`config.mk`:
```
export PLATFORM = sky130hd
export DESIGN_NAME = mem_arbiter
export DESIGN_NICKNAME = d
export VERILOG_FILES = /design/src/rtl/mem_arbiter.sv
export SDC_FILE = /design/constraint.sdc
export NUM_CORES = 1
export LEC_CHECK = 0
export CAP_MARGIN = 20
export CORE_AREA = 2 2 107 109
export DETAILED_ROUTE_END_ITERATION = 8
export DIE_AREA = 0 0 109 111
export HOLD_SLACK_MARGIN = 0.05
export PLACE_DENSITY = 0.61
export SYNTH_ARGS = -nofsm -noshare
export SYNTH_HDL_FRONTEND = slang
export SYNTH_SLANG_ARGS = --single-unit
```
`constraint.sdc`:
```
create_clock -name clk -period 1.9 [get_ports clk]
set_input_delay 0.19 -clock clk [delete_from_list [all_inputs] [get_ports clk]]
set_output_delay 0.19 -clock clk [all_outputs]
set_load 0.005 [all_outputs]
```
`src/rtl/mem_arbiter.sv`:
```
// mem_arbiter
//   Shares one single-port instruction/data memory between the fetch unit
//   (i_ port, read-only) and the load/store unit (d_ port, read/write).
//   Round-robin between the two ports. Only one transaction is outstanding
//   at a time. Memory read latency is fixed at RD_LAT cycles. Byte addresses
//   are converted to word indices. Misaligned accesses never reach memory;
//   they get an error response in the following cycle.
//
// Ports
//   clk, reset      : rising-edge clock, synchronous active-high reset
//   i_req/i_addr    : fetch request and byte address (held until i_gnt)
//   i_gnt           : fetch request accepted this cycle
//   i_rvalid/i_rdata/i_err : fetch response (1-cycle pulse)
//   d_req/d_we/d_addr/d_wdata/d_wmask : data request (held until d_gnt)
//   d_gnt           : data request accepted this cycle
//   d_rvalid/d_rdata/d_err : data read response or misaligned error pulse
//   mem_en/mem_we/mem_addr/mem_wdata/mem_wmask : memory command
//   mem_rdata       : memory read data, valid RD_LAT cycles after mem_en
module mem_arbiter #(
  parameter int ADDR_W = 32,
  parameter int DATA_W = 32,
  parameter int RD_LAT = 1
) (
  input  logic              clk,
  input  logic              reset,
  input  logic              i_req,
  input  logic [ADDR_W-1:0] i_addr,
  output logic              i_gnt,
  output logic              i_rvalid,
  output logic [DATA_W-1:0] i_rdata,
  output logic              i_err,
  input  logic              d_req,
  input  logic              d_we,
  input  logic [ADDR_W-1:0] d_addr,
  input  logic [DATA_W-1:0] d_wdata,
  input  logic [3:0]        d_wmask,
  output logic              d_gnt,
  output logic              d_rvalid,
  output logic [DATA_W-1:0] d_rdata,
  output logic              d_err,
  output logic              mem_en,
  output logic              mem_we,
  output logic [ADDR_W-3:0] mem_addr,
  output logic [DATA_W-1:0] mem_wdata,
  output logic [3:0]        mem_wmask,
  input  logic [DATA_W-1:0] mem_rdata
);

  localparam logic [0:0] IDLE  = 1'b0;
  localparam logic [0:0] RBUSY = 1'b1;

  logic [0:0]        state;
  logic [2:0]        cnt;
  logic              last_d;      // 1 when the most recent grant went to the data port
  logic              owner_d;     // owner of the outstanding read
  logic              ierr_vld_p1;
  logic              derr_vld_p1;

  logic              grantable;
  logic              pick_d;
  logic              pick_i;
  logic              any_gnt;
  logic              misal;
  logic              rd_done;
  logic [ADDR_W-1:0] sel_addr;

  always_comb begin
    // The response cycle of a read is also grantable, so reads can issue
    // back-to-back without an idle bubble.
    grantable = (state == IDLE) || ((state == RBUSY) && (cnt == 3'd1));

    // On a conflict the port that did not win last time goes first.
    pick_d    = d_req && (!i_req || !last_d);
    pick_i    = i_req && !pick_d;
    i_gnt     = grantable && pick_i && !reset;
    d_gnt     = grantable && pick_d && !reset;
    any_gnt   = i_gnt || d_gnt;

    sel_addr  = d_gnt ? d_addr : i_addr;
    misal     = (sel_addr[1:0] != 2'b00);

    mem_en    = any_gnt && !misal;
    mem_we    = d_gnt && d_we && !misal;
    mem_addr  = sel_addr[ADDR_W-1:2];
    mem_wdata = d_wdata;
    mem_wmask = d_gnt ? d_wmask : 4'b0000;

    // A read response and a misaligned error response can never coincide:
    // an error grant leaves the arbiter idle, so no read can be maturing
    // in the following cycle.
    rd_done   = (state == RBUSY) && (cnt == 3'd1) && !reset;

    i_rvalid  = (rd_done && !owner_d) || (ierr_vld_p1 && !reset);
    i_err     = ierr_vld_p1 && !reset;
    i_rdata   = (rd_done && !owner_d) ? mem_rdata : '0;

    d_rvalid  = (rd_done && owner_d) || (derr_vld_p1 && !reset);
    d_err     = derr_vld_p1 && !reset;
    d_rdata   = (rd_done && owner_d) ? mem_rdata : '0;
  end

  // grant stage -> response stage
  always_ff @(posedge clk) begin
    if (reset) begin
      state       <= IDLE;
      cnt         <= 3'd0;
      last_d      <= 1'b1;
      owner_d     <= 1'b0;
      ierr_vld_p1 <= 1'b0;
      derr_vld_p1 <= 1'b0;
    end else begin
      ierr_vld_p1 <= i_gnt && misal;
      derr_vld_p1 <= d_gnt && misal;
      if (any_gnt) begin
        last_d <= d_gnt;
      end
      if (mem_en && !mem_we) begin
        state   <= RBUSY;
        cnt     <= 3'(RD_LAT);
        owner_d <= d_gnt;
      end else if (state == RBUSY) begin
        cnt <= cnt - 3'd1;
        if (cnt == 3'd1) begin
          state <= IDLE;
        end
      end
    end
  end

endmodule

```
; ---- Yosys cells after proc, flatten, opt, wreduce, memory -nomap -nowiden
; Index checks and enable logic that the tools add are counted.
[totals]
register_bits = 8
output_inout_bits = 138
[op_classes]
n_addsub = 1
eq_ne = 1
muxes = 9
bitwise_logic = 1
reduce_logical = 33
[ops]
columns = operator, n
row1 = 32-bit two-way mux, 3
row2 = 1-bit logical AND, 18
row3 = 1-bit zero test, 7
row4 = 1-bit logical OR, 5
row5 = 1-bit two-way mux, 5
row6 = 4-bit two-way mux, 1
row7 = 2-bit nonzero test, 2
row8 = "3-bit by 1-bit == test with 1-bit output, second input constant", 1
row9 = "3-bit by 1-bit subtractor with 3-bit output, second input constant", 1
row10 = 2-bit OR reduction, 1
row11 = 1-bit inverter, 1

; ---- Longest topological paths before layout
; Gate-level depths: netlist of run 1.
[logic_depth]
word_depth = 12
ltp_mapped = 7

; ---- Least setup slack after synthesis of run 1
; OpenSTA, ideal clock, no wires.
[synth_timing]
path_type = register to output
from = register cnt[0]
to = output mem_addr[10]
t_arrival_ps = 1517
slack_ps = 193
stages_incl_launch_ff = 7
cell_sequence = dfxtp_1 ha_1 a21boi_4 nor3b_1 buf_6 buf_6 mux2_4
[synth_between]
elab_chain_cells = 6
[synth_lines]
columns = element, line
row1 = "start, declared", 53  ; logic [2:0] cnt;
row2 = "start signal, assigned", 119  ; cnt <= 3'(RD_LAT);
row3 = "start signal, assigned", 122  ; cnt <= cnt - 3'd1;
row4 = 3-bit by 1-bit == test with 1-bit output, 70  ; grantable = (state == IDLE) || ((state == RBUSY) && (cnt == 3'd1));
row5 = 1-bit logical AND, 70
row6 = 1-bit logical OR, 70
row7 = 1-bit logical AND (2 in a row), 76  ; d_gnt = grantable && pick_d && !reset;
row8 = 32-bit two-way mux, 79  ; sel_addr = d_gnt ? d_addr : i_addr;
row9 = "end, declared", 43  ; output logic [ADDR_W-3:0] mem_addr,
; Every way passes these cells.

; ---- Worst setup path in the final report of run 1
[layout_timing]
from = input i_req
to = output mem_addr[28]
[layout_between]
elab_chain_cells = 6
[layout_lines]
columns = element, line
row1 = "start, declared", 26  ; input logic i_req,
row2 = 1-bit zero test, 73  ; pick_d = d_req && (!i_req || !last_d);
row3 = 1-bit logical OR, 73
row4 = 1-bit logical AND, 73
row5 = 1-bit logical AND (2 in a row), 76
row6 = 32-bit two-way mux, 79
; Every way passes these cells.

==> flow_metrics.env, run 1 <==
export IMPL_final_routed_wire_length_divided_by_cell_count_um=17.3
export IMPL_final_hold_viol_count=0
export IMPL_numClockSinks=8
export IMPL_outcome="complete, but fails checks"
export IMPL_final_core_util=0.412
export IMPL_antenna_violation_net_count_after_detailed_routing=0
export IMPL_rsz0062_at_grt="true"
export IMPL_synth_flop_cell="dfxtp_1"
export IMPL_nFillCells=1119
export IMPL_die_height_um=111
export IMPL_worst_slew_pin_transition_ns=0.303
export IMPL_switching_share=0.257
export IMPL_netlist_area_leader_share=0.248
export IMPL_synth_area_sq_um=1640
export IMPL_first_iter_violations=88
export IMPL_initial_core_util=0.148
export IMPL_final_period_utilization=1.13
export IMPL_setup_worst_path_end_class="primary output"
export IMPL_cts_path_max_buffers=2
export IMPL_proportion_of_layout_cells_with_a_drive_suffix_above_1=0.557
export IMPL_clock_tree_from_tritoncts="yes"
export IMPL_drt_pass1_iter_count=4
export IMPL_chipWidth_um=109
export IMPL_cp_data_required_time_ns=1.71
export IMPL_yosysWarningCount=0
export IMPL_place_gp_congestion=0.816
export IMPL_p_seq_frac=0.142
export IMPL_clock_tree_htree_level_count=1
export IMPL_violations="setup timing"
export IMPL_number_of_antenna_violations_at_the_first_check_in_global_routing=0
export IMPL_io_buf_count=210
export IMPL_synthDistinctLibCells=31
export IMPL_globalRoute_totalOverflow=0
export IMPL_worst_clock_skew_ns=0.00175
export IMPL_grt_pass1_vias=2311
export IMPL_power_per_cell_area_nw_per_um2=298
export IMPL_syn_instance_count=200
export IMPL_gr_usage_all_layers=0.129
export IMPL_worst_r2r_setup_slack_ns=0.37
export IMPL_synth_edff_count=0
export IMPL_synthesis_nets=339
export IMPL_type_of_element_launching_the_critical_path="input port"
export IMPL_critPathMaxFanout=5
export IMPL_cellInternalPower_mw=1.01
export IMPL_cts_root_buf="clkbuf_16"
export IMPL_clock_power_share=0.265
export IMPL_dp_worst_setup_slack_ns=-0.484
export IMPL_io_pins=275
export IMPL_grt_pass1_wl_um=12100
export IMPL_synth_register_bits=8
export IMPL_num_vias=2436
export IMPL_finalWirelength_um=9910
export IMPL_grt_start_max_net_pins=56
export IMPL_tritoncts_num_buffers=3
export IMPL_final_setup_worst_slack_ns=-0.252
export IMPL_row_count=39
export IMPL_p_switching_mw=0.349
export IMPL_nets=572
export IMPL_power_ir_vdd_worst_v=0.000254
export IMPL_core_area_sq_um=11100
export IMPL_period_minus_slack_ns=2.15
export IMPL_timing_slew_headroom=0.793
export IMPL_share_comb_of_total_power=0.593
export IMPL_yosysMostFrequentCell="and3_1"
export IMPL_netlist_top_cells_count="and3_1, buf_4, mux2_4"
export IMPL_max_cap_violations=0
export IMPL_slew_viol_final=0
export IMPL_finalSetupViolations=97
export IMPL_synthTopCellsByArea="and3_1, mux2_4, buf_4, dfxtp_1, mux2_2"
export IMPL_antenna_cells=0
export IMPL_hold_fix_buffers_cts=0
export IMPL_fmax_achieved_mhz=465
export IMPL_cellLeakagePower_nw=2.26
export IMPL_design_power_total_mw=1.36
export IMPL_part_of_the_yosys_area_used_for_sequential_elements=0.0976
export IMPL_clk_latency_ns=0.24
export IMPL_detailed_place_hpwl_um=6380
export IMPL_synthArstFlopShare=0
export IMPL_route_detailed_vias_per_inst=4.24
export IMPL_worstHoldPathType="input port to primary output"
export IMPL_worst_setup_path_type="input port to primary output"
export IMPL_design_die_area_sq_um=12100
export IMPL_synth_top_cell_by_area="and3_1"
export IMPL_crit_arrival_ns=1.96
export IMPL_synth_area_per_cell_sq_um=8.21
export IMPL_total_drc_errors_in_the_routed_layout=0
export IMPL_synthToLayoutAreaGrowth_pct=178
metal layers:
metal  track usage  routed length, um  vias up  share of wire
li1              -                  -     1139              -
met1         0.131               3480     1129           0.35
met2         0.255               5340      163           0.54
met3        0.0370               1050        5           0.11
met4        0.0231                 55        0         0.0055
met5             0                  0        -              0
power groups by stage:
stage / registers, mW / clock network, mW / logic, mW
6_report: 0.193 / 0.360 / 0.806
5_1_grt: 0.195 / 0.369 / 0.858
4_1_cts: 0.193 / 0.365 / 0.749
3_5_place_dp: 0.193 / 0 / 0.645
3_3_place_gp: 0.193 / 0 / 0.638
2_1_floorplan: 0.195 / 0 / 0.263
path summary, 6_finish.rpt:
path,cells past startpoint,from,to
min reg2reg,2,cnt[1],cnt[1]
max,9,i_req,mem_addr[28]
min,0,d_wdata[10],mem_wdata[10]
max reg2reg,9,cnt[1],derr_vld_p1
layout by cell type, fill, tap and decap left out, types with 2 or more instances in the layout:
cell and n:
clkdlybuf4s50_1 104, nor3_1 4, nand2_1 4, buf_4 22, buf_8 5, and3_1 42
dfxtp_2 2, clkbuf_16 6, mux2_4 30, xnor2_1 2, buf_6 76, dfxtp_1 6
a21oi_1 2, nor2b_1 3, inv_1 3, a21o_1 2, buf_16 6, dlygate4sd2_1 3
nor2_1 5, a211oi_1 2, and2_4 4, buf_2 21, and3_4 23, clkdlybuf4s15_2 2
buf_12 7, clkbuf_2 28
cell type report:
class,instances,area (sq um),area share
timing repair buffer,278,2820,0.619
multi-input combinational,137,1300,0.285
tap,143,179,0.0392
sequential,8,163,0.0356
clock buffer,3,75.1,0.0164
inverter,5,21.3,0.00466
stage by stage:
stage                     area, sq um  TNS (ns)  instances  hold WS (ns)
after floorplan                  1640         0        200         0.340
after global placement           3790    -32.86        524         0.380
after detailed placement         3790    -34.82        524         0.380
after CTS                        4190    -16.87        549         0.380
after global routing             4560    -19.56        574         0.380
final                            4560    -11.02        574         0.380
critical path, cell delays in order:
cell             delay (ns)
clkdlybuf4s50_1        0.45
a21boi_2               0.18
nor3b_4                0.24
buf_6                  0.15
buf_6                  0.12
buf_16                 0.12
buf_6                  0.09
mux2_4                 0.29
buf_6                  0.12
cells by family (layout without fill, tap and decap cells):
family                     count (synthesis)  in the layout  share of synthesized area
and+or+nand+nor                           91             91                      0.335
buffers and inverters                     55            286                      0.221
muxes                                     30             30                      0.258
AOI/OAI and AO/OA                         12             12                     0.0617
DFF                                        8              8                     0.0976
adders and majority gates                  2              2                     0.0152
xor gates and xnor gates                   2              2                     0.0107
repair_timing:
item / 4_1_cts / 5_1_grt
resized for setup: 277 / 198
buffers inserted: 16 / 20
pin swaps: 5 / 9
setup endpoints to repair: 104 / 102
gates cloned: 7 / 6
sequential cells by signal, summed over array words and instances, names as in the netlist:
register / cells
state: 1
owner_d: 1
derr_vld_p1: 1
cnt: 3
last_d: 1
ierr_vld_p1: 1
Note: power is estimated with default switching activity, not from simulation.
==> inputs of run 2 (changes only) <==
==> constraint.sdc (replaced) <==
create_clock -name clk -period 1.9 [get_ports clk]
set_input_delay 0.19 -clock clk [delete_from_list [all_inputs] [get_ports clk]]
set_output_delay 0.19 -clock clk [all_outputs]
set_load 0.02 [all_outputs]
==> flow_metrics.env, run 2 (synthesis results as in run 1) <==
export IMPL_cellLeakagePower_nw=2.18
export IMPL_proportion_of_layout_cells_with_a_drive_suffix_above_1=0.561
export IMPL_mostFrequentLayoutCells="clkdlybuf4s50_1, buf_6, buf_4"
export IMPL_p_switching_mw=0.416
export IMPL_io_buf_count=210
export IMPL_globalRoute_totalOverflow=0
export IMPL_final_hold_viol_count=0
export IMPL_period_minus_slack_ns=2.17
export IMPL_path_cells="inv_2, ha_4, a21boi_4, nor3b_4, buf_6, buf_6, buf_16, buf_12, mux2_4, buf_6"
export IMPL_antenna_cells=0
export IMPL_max_cap_violations=0
export IMPL_timing_critical_path_slowest_stage_cell="dfxtp_2"
export IMPL_critPathMaxFanout=4
export IMPL_final_setup_worst_slack_ns=-0.268
export IMPL_gr_usage_all_layers=0.130
export IMPL_grt_pass1_wl_um=12300
export IMPL_multi_input_logic_area_sq_um=1340
export IMPL_clock_tree_from_tritoncts="yes"
export IMPL_p_seq_frac=0.136
export IMPL_fmax_achieved_mhz=461
export IMPL_tritoncts_num_buffers=3
export IMPL_seqCellArea_sq_um=163
export IMPL_nFillCells=1080
export IMPL_cp_data_required_time_ns=1.71
export IMPL_place_gp_congestion=0.809
export IMPL_initial_core_util=0.148
export IMPL_final_period_utilization=1.14
export IMPL_num_vias=2393
export IMPL_finalSetupViolations=81
export IMPL_switching_share=0.293
export IMPL_chipWidth_um=109
export IMPL_nets=560
export IMPL_design_die_area_sq_um=12100
export IMPL_clk_pin_slew_worst_paths_ns=0.04
export IMPL_post_place_cells=523
export IMPL_numClockSinks=8
export IMPL_clock_power_share=0.247
export IMPL_clk_latency_ns=0.23
export IMPL_io_pins=275
export IMPL_detailed_place_hpwl_um=6390
export IMPL_worst_slew_pin_transition_ns=0.308
export IMPL_rsz0062_at_grt="true"
export IMPL_drt_pass1_iter_count=4
export IMPL_design_power_total_mw=1.42
export IMPL_grt_pass1_vias=2397
export IMPL_grt_start_max_net_pins=30
export IMPL_synthToLayoutAreaGrowth_pct=183
export IMPL_core_area_sq_um=11100
export IMPL_type_of_element_launching_the_critical_path="flip-flop"
export IMPL_slew_viol_final=0
export IMPL_timing_slew_headroom=0.789
export IMPL_largest_register="cnt"
export IMPL_final_routed_wire_length_divided_by_cell_count_um=16.6
export IMPL_route_detailed_vias_per_inst=4.26
export IMPL_finalWirelength_um=9330
export IMPL_clock_tree_htree_level_count=1
export IMPL_first_iter_violations=89
export IMPL_share_comb_of_total_power=0.617
export IMPL_largest_register_ffs=3
export IMPL_antenna_violation_net_count_after_detailed_routing=0
export IMPL_total_drc_errors_in_the_routed_layout=0
export IMPL_timing_critical_path_mode_cell="buf_6"
export IMPL_crit_arrival_ns=1.98
export IMPL_setup_worst_path_end_class="primary output"
export IMPL_stdcell_count=562
export IMPL_worst_setup_path_type="flip-flop to primary output"
export IMPL_number_of_antenna_violations_at_the_first_check_in_global_routing=0
export IMPL_violations="setup timing"
export IMPL_cts_root_buf="clkbuf_16"
export IMPL_die_height_um=111
export IMPL_final_setup_tns_ns=-10.67
export IMPL_cpLargestDelayFamily="buffers and inverters"
export IMPL_outcome="complete, but fails checks"
export IMPL_worst_hold_slack_ns=0.380
export IMPL_cpPeakStageDelay_ns=0.31
export IMPL_row_count=39
export IMPL_cts_path_max_buffers=2
export IMPL_worst_clock_skew_ns=0.000931
export IMPL_power_ir_vdd_worst_v=0.000228
export IMPL_power_per_cell_area_nw_per_um2=306
export IMPL_hold_fix_buffers_cts=0
export IMPL_cp_num_buf_inv=6
export IMPL_worstHoldPathType="input port to primary output"
export IMPL_cellInternalPower_mw=1.01
export IMPL_layout_commonest_cell="clkdlybuf4s50_1"
[run 2: final cells by class]
class                   count  share of cell area
repair buffers            266               0.619
multi-input cells         137               0.288
well taps                 143              0.0385
flip-flops and latches      8              0.0350
clock buffers               3              0.0162
inverters                   5             0.00404
[run 2: worst reg2reg max path: cells and delay by family, from the launching register on]
family	cells	cell delay, ns
compound gates	1	0.17
buf+inv	6	0.67
flops	1	0.32
simple gates	2	0.18
fa+ha+maj	1	0.16
[run 2: timing repair]
action / 4_1_cts / 5_1_grt
endpoints found under the setup margin: 105 / 103
gates cloned: 6 / 4
setup buffers: 22 / 9
gates resized for setup: 540 / 136
pin swaps: 1 / 3
[run 2: stage by stage]
stage	instance area [sq um]	worst slack (ns)	utilization
after floorplan	1640	0.158	-
after global placement	3780	-0.538	0.341
after detailed placement	3780	-0.592	0.341
after CTS	4070	-0.394	0.368
after global routing	4640	-0.353	0.419
final	4640	-0.268	0.419
[run 2: metal layers]
layer	track usage	routed length [um]	vias up	share of wire
li1	-	-	1121	-
met1	0.131	3300	1094	0.35
met2	0.260	4940	170	0.53
met3	0.0347	1020	8	0.11
met4	0.0205	71	0	0.0076
met5	0	0	-	0
[run 2: power by group through the flow]
stage          registers, mW  clock network, mW  logic [mW]
3_5_place_dp           0.194                  0       0.725
5_1_grt                0.195              0.364       0.927
2_1_floorplan          0.195                  0       0.391
3_3_place_gp           0.194                  0       0.716
6_report               0.194              0.351       0.877
4_1_cts                0.194              0.357       0.820
[run 2: final timing paths]
path | from | endpoint | slack [ns] | cells after the start
setup reg to reg | cnt[1] | derr_vld_p1 | 0.29 | 10
hold / removal | d_wdata[10] | mem_wdata[10] | 0.38 | 0
setup / recovery | cnt[1] | mem_addr[14] | -0.27 | 10
hold reg to reg | cnt[1] | cnt[1] | 0.49 | 2
